## config.mk

```make
export PLATFORM = sky130hd
export DESIGN_NAME = regfile_write_arbiter
export DESIGN_NICKNAME = d
export VERILOG_FILES = /design/src/rtl/regfile_write_arbiter.sv
export SDC_FILE = /design/constraint.sdc
export NUM_CORES = 1
export LEC_CHECK = 0
export BUFFER_PORTS_ARGS = -buffer_cell sky130_fd_sc_hd__buf_2
export CORE_ASPECT_RATIO = 0.5
export CORE_MARGIN = 4
export CORE_UTILIZATION = 42
export CTS_CLUSTER_SIZE = 28
export DETAILED_ROUTE_END_ITERATION = 7
export HOLD_SLACK_MARGIN = 0.05
export PLACE_DENSITY = 0.81
export SYNTH_ARGS = -nofsm -noshare
export SYNTH_HDL_FRONTEND = slang
export SYNTH_SLANG_ARGS = --single-unit
```

## constraint.sdc

```tcl
create_clock -name clk -period 1.63 [get_ports clk]
set_clock_uncertainty 0.15 [all_clocks]
set_input_delay 0.163 -clock clk [delete_from_list [all_inputs] [get_ports clk]]
set_output_delay 0.163 -clock clk [all_outputs]
set_load 0.02 [all_outputs]
```

## src/rtl/regfile_write_arbiter.sv

```systemverilog
// Two-port writeback arbiter for the integer register file: optional zero-sweep
// of x1..x31 after reset, then round-robin arbitration with a one-cycle registered write.
module regfile_write_arbiter #(
    parameter int REGISTER_WIDTH = 32,
    parameter bit INIT_ENABLE    = 1'b1
) (
    input  logic                      clk,
    input  logic                      reset,
    input  logic                      req0_valid,
    output logic                      req0_ready,
    input  logic [4:0]                req0_addr,
    input  logic [REGISTER_WIDTH-1:0] req0_data,
    input  logic                      req1_valid,
    output logic                      req1_ready,
    input  logic [4:0]                req1_addr,
    input  logic [REGISTER_WIDTH-1:0] req1_data,
    output logic                      rf_we,
    output logic [4:0]                rf_addr,
    output logic [REGISTER_WIDTH-1:0] rf_wd,
    output logic                      grant_id,
    output logic                      init_done
);

    typedef enum logic {ST_INIT, ST_RUN} state_t;

    state_t                      state_q;
    logic [4:0]                  cnt_q;
    logic                        ptr_q;
    logic                        rf_we_q;
    logic [4:0]                  rf_addr_q;
    logic [REGISTER_WIDTH-1:0]   rf_wd_q;
    logic                        grant_id_q;
    logic                        init_done_q;

    logic                        accept_en;
    logic                        sel_valid_d;
    logic                        sel_port_d;
    logic [4:0]                  sel_addr_d;
    logic [REGISTER_WIDTH-1:0]   sel_data_d;

    // init_done gates acceptance so the no-sweep build still waits one edge after reset
    assign accept_en = !reset && init_done_q && (state_q == ST_RUN);

    always_comb begin
        sel_valid_d = 1'b0;
        sel_port_d  = 1'b0;
        if (accept_en) begin
            if (req0_valid && req1_valid) begin
                sel_valid_d = 1'b1;
                sel_port_d  = ptr_q;
            end else if (req0_valid) begin
                sel_valid_d = 1'b1;
                sel_port_d  = 1'b0;
            end else if (req1_valid) begin
                sel_valid_d = 1'b1;
                sel_port_d  = 1'b1;
            end
        end
        sel_addr_d = sel_port_d ? req1_addr : req0_addr;
        sel_data_d = sel_port_d ? req1_data : req0_data;
    end

    assign req0_ready = sel_valid_d && !sel_port_d;
    assign req1_ready = sel_valid_d &&  sel_port_d;

    always_ff @(posedge clk) begin
        if (reset) begin
            state_q     <= INIT_ENABLE ? ST_INIT : ST_RUN;
            cnt_q       <= 5'd1;
            ptr_q       <= 1'b0;
            rf_we_q     <= 1'b0;
            rf_addr_q   <= 5'd0;
            rf_wd_q     <= '0;
            grant_id_q  <= 1'b0;
            init_done_q <= 1'b0;
        end else begin
            case (state_q)
                ST_INIT: begin
                    rf_we_q   <= 1'b1;
                    rf_addr_q <= cnt_q;
                    rf_wd_q   <= '0;
                    cnt_q     <= cnt_q + 5'd1;
                    if (cnt_q == 5'd31) begin
                        state_q     <= ST_RUN;
                        init_done_q <= 1'b1;
                    end
                end
                ST_RUN: begin
                    init_done_q <= 1'b1;
                    if (sel_valid_d) begin
                        // x0 is hardwired: complete the handshake but never write it
                        rf_we_q    <= (sel_addr_d != 5'd0);
                        rf_addr_q  <= sel_addr_d;
                        rf_wd_q    <= sel_data_d;
                        grant_id_q <= sel_port_d;
                        ptr_q      <= ~sel_port_d;
                    end else begin
                        rf_we_q <= 1'b0;
                    end
                end
                default: state_q <= ST_RUN;
            endcase
        end
    end

    assign rf_we     = rf_we_q;
    assign rf_addr   = rf_addr_q;
    assign rf_wd     = rf_wd_q;
    assign grant_id  = grant_id_q;
    assign init_done = init_done_q;

endmodule
```

==> impl_metrics.env <==
export IMPL_rsz0062_at_grt="true"
export IMPL_layout_nets=499
export IMPL_cap_violations=0
export IMPL_cp_max_fo=16
export IMPL_crit_chain="and3b_2, o211a_4, buf_12, buf_8"
export IMPL_ys_seq_area_share_pct=48.6
export IMPL_grt_pass1_vias=2766
export IMPL_grt_pass1_wl_um=14100
export IMPL_run_status="finished, violations left"
export IMPL_drc=0
export IMPL_fmax_ghz=0.587
export IMPL_route_top_layer_used="met4"
export IMPL_peakVddDrop_mv=0.453
export IMPL_place_congestion=0.765
export IMPL_syn_nets=293
export IMPL_vias=2774
export IMPL_netlist_area_um2=1940
export IMPL_clk_pin_slew_ns=0.08
export IMPL_hpwl_um=4270
export IMPL_postLayoutCoreUtil_pct=81.9
export IMPL_finalWirelength_um=9770
export IMPL_io_buffers=119
export IMPL_synth_cell_types=28
export IMPL_worst_path_max_delay_cell="dfxtp_2"
export IMPL_io_pins=120
export IMPL_core_area_um2=4420
export IMPL_globalRouteOverflowTotal=0
export IMPL_power_mw=2.38
export IMPL_diodes=0
export IMPL_die_area_um2=5830
export IMPL_drv_slew=0
export IMPL_synth_avg_cell_area_um2=9.09
export IMPL_met3_length_um=936
export IMPL_final_hold_viol_count=0
export IMPL_numCtsBuffers=5
export IMPL_area_delta_synth_final_pct=87.1
export IMPL_combPwrFrac_pct=15.0
export IMPL_m1WireLength_um=3460
export IMPL_first_iter_violations=290
export IMPL_criticalPathCategory="register to primary output"
export IMPL_swShare_pct=23.2
export IMPL_rows=17
export IMPL_critPathCaptureType="primary output"
export IMPL_p_clk_share_pct=35.5
export IMPL_final_common_cell="buf_2"
export IMPL_insertion_delay_ns=0.30
export IMPL_yosys_warnings=0
export IMPL_drive_gt1_share_pct=37.2
export IMPL_slew_headroom_pct=63.4
export IMPL_vias_per_cell=5.83
export IMPL_htreeDepth=2
export IMPL_wl_per_cell_um=20.5
export IMPL_cts_tree="yes"
export IMPL_power_switching_uw=552
export IMPL_crit_arrival_ns=1.39
export IMPL_post_route_min_period_ns=1.70
export IMPL_cts_root_buf="clkbuf_8"
export IMPL_p_per_area_nw_per_um2=657
export IMPL_leakage_nw=1.58
export IMPL_required_ns=1.32
export IMPL_fin_crit_sh_pct=105
export IMPL_critPathMaxStageDelay_ns=0.38
export IMPL_synth_seq_cells=47
export IMPL_antenna_found_initial=0
export IMPL_syn_inst=213
export IMPL_die_h_um=56.0
export IMPL_clockBufferDepth=2
export IMPL_worst_pin_slew_ns=0.547
export IMPL_ant_nets=0
export IMPL_die_width_um=104
export IMPL_cts_sinks=47
export IMPL_final_cell_mix="buf_2 (117), dlygate4sd3_1 (75), dfxtp_1 (44)"
export IMPL_setup_viol=7
export IMPL_internal_power_mw=1.83
export IMPL_start_util_pct=43.8
export IMPL_hp_class="input port to register"
export IMPL_first_pass_iters=7
export IMPL_wl_met2_um=4680
export IMPL_start_kind="register"
export IMPL_grt_max_degree=33
export IMPL_track_usage_pct=30.2
export IMPL_violations="negative setup slack"
export IMPL_worst_slack_ns=-0.0738
export IMPL_pwr_share_seq_pct=49.5
critical path, delay by kind of cell, from the launching register on:
family	cells	cell delay (ns)
buffers and inverters	2	0.28
DFF	1	0.38
AOI/OAI and AO/OA	1	0.21
and+or+nand+nor	1	0.22
sequential cells by signal, summed over array words and instances, names as in the netlist:
signal / cells
cnt_q: 5
grant_id: 1
init_done: 1
ptr_q: 1
rf_addr: 5
rf_wd: 32
rf_we: 1
state_q: 1
per-layer routing:
metal	vias up	track usage, %
met3	72	8.81
met2	243	53.6
met5	-	0
met1	1272	32.0
met4	0	18.9
li1	1187	-
what timing repair did:
item | in CTS | in global routing
hold buffers | 75 | 0
pin swaps | 4 | 5
endpoints found under the setup margin | 37 | 37
endpoints found under the hold margin | 39 | 0
gates resized for setup | 13 | 12
cloned | 0 | 2
buffers inserted | 1 | 5
Yosys cell counts:
cell type  instances  share of area [%]
dfxtp_1           47                 49
inv_1             39                7.6
o21ai_0           38                9.8
o221ai_1          32                 14
nor2_1            11                2.1
clkbuf_1           7                1.4
buf_2              6                1.6
a222oi_1           5                2.6
a21oi_1            3               0.77
ha_1               2                1.3
mux2i_1            2                1.0
nand3b_1           2               0.77
nor4_1             2               0.65
o21ai_1            2               0.52
xor2_1             2               0.90
a2111oi_1          1               0.52
a211oi_2           1               0.65
and3_1             1               0.32
and3b_1            1               0.45
and4b_1            1               0.52
buf_4              1               0.39
buf_6              1               0.58
nand2b_1           1               0.32
nand4b_1           1               0.45
nor2b_1            1               0.32
o211a_2            1               0.52
or4b_2             1               0.52
xnor2_1            1               0.45
area by class of cell:
cell class,count,area [um^2]
repair buffers,212,1510
flip-flops and latches,47,950
multi-input cells,114,843
fillers,222,801
inverters,39,146
clock buffers,6,72.6
well taps,57,71.3
clock inverters,1,30.0
kinds of logic after synthesis:
group	share of synthesized area, %
AO/OA/AOI/OAI	29.8
XOR/XNOR	1.36
adder cells (fa/ha/maj)	1.29
buffers and inverters	11.4
flip-flops	48.6
multiplexers	1.03
AND/OR/NAND/NOR	6.46
final timing paths:
path	cells past startpoint	slack (ns)	to	startpoint
worst max register to register	4	-0.04	rf_we$_SDFF_PP0_	ptr_q$_SDFFE_PP0P_
worst min register to register	2	0.32	rf_wd[10]$_SDFFE_PP0P_	rf_wd[10]$_SDFFE_PP0P_
worst min-delay path	3	0.10	cnt_q[3]$_SDFFE_PP0N_	reset
worst max-delay path	4	-0.07	req1_ready	init_done$_SDFFE_PP0P_
power by group through the flow:
stage	combinational (mW)	sequential [mW]	clock (mW)
floorplan	0.0466	1.21	0
global placement	0.171	1.21	0
detailed placement	0.179	1.21	0
CTS	0.323	1.18	0.841
global route	0.376	1.18	0.900
finish	0.358	1.18	0.844
per-stage QoR:
stage	TNS [ns]	area [um^2]	setup slack [ns]	instances	hold WS [ns]
3_5_place_dp	-6.66	2630	-0.256	386	0.237
4_1_cts	-0.0610	3540	-0.0610	469	0.0700
5_1_grt	-0.502	3620	-0.104	476	0.0925
3_3_place_gp	-3.53	2630	-0.138	386	0.229
6_report	-0.239	3620	-0.0738	476	0.103
2_1_floorplan	0	1940	0.0935	213	0.166
(Power assumes the default switching activity.)
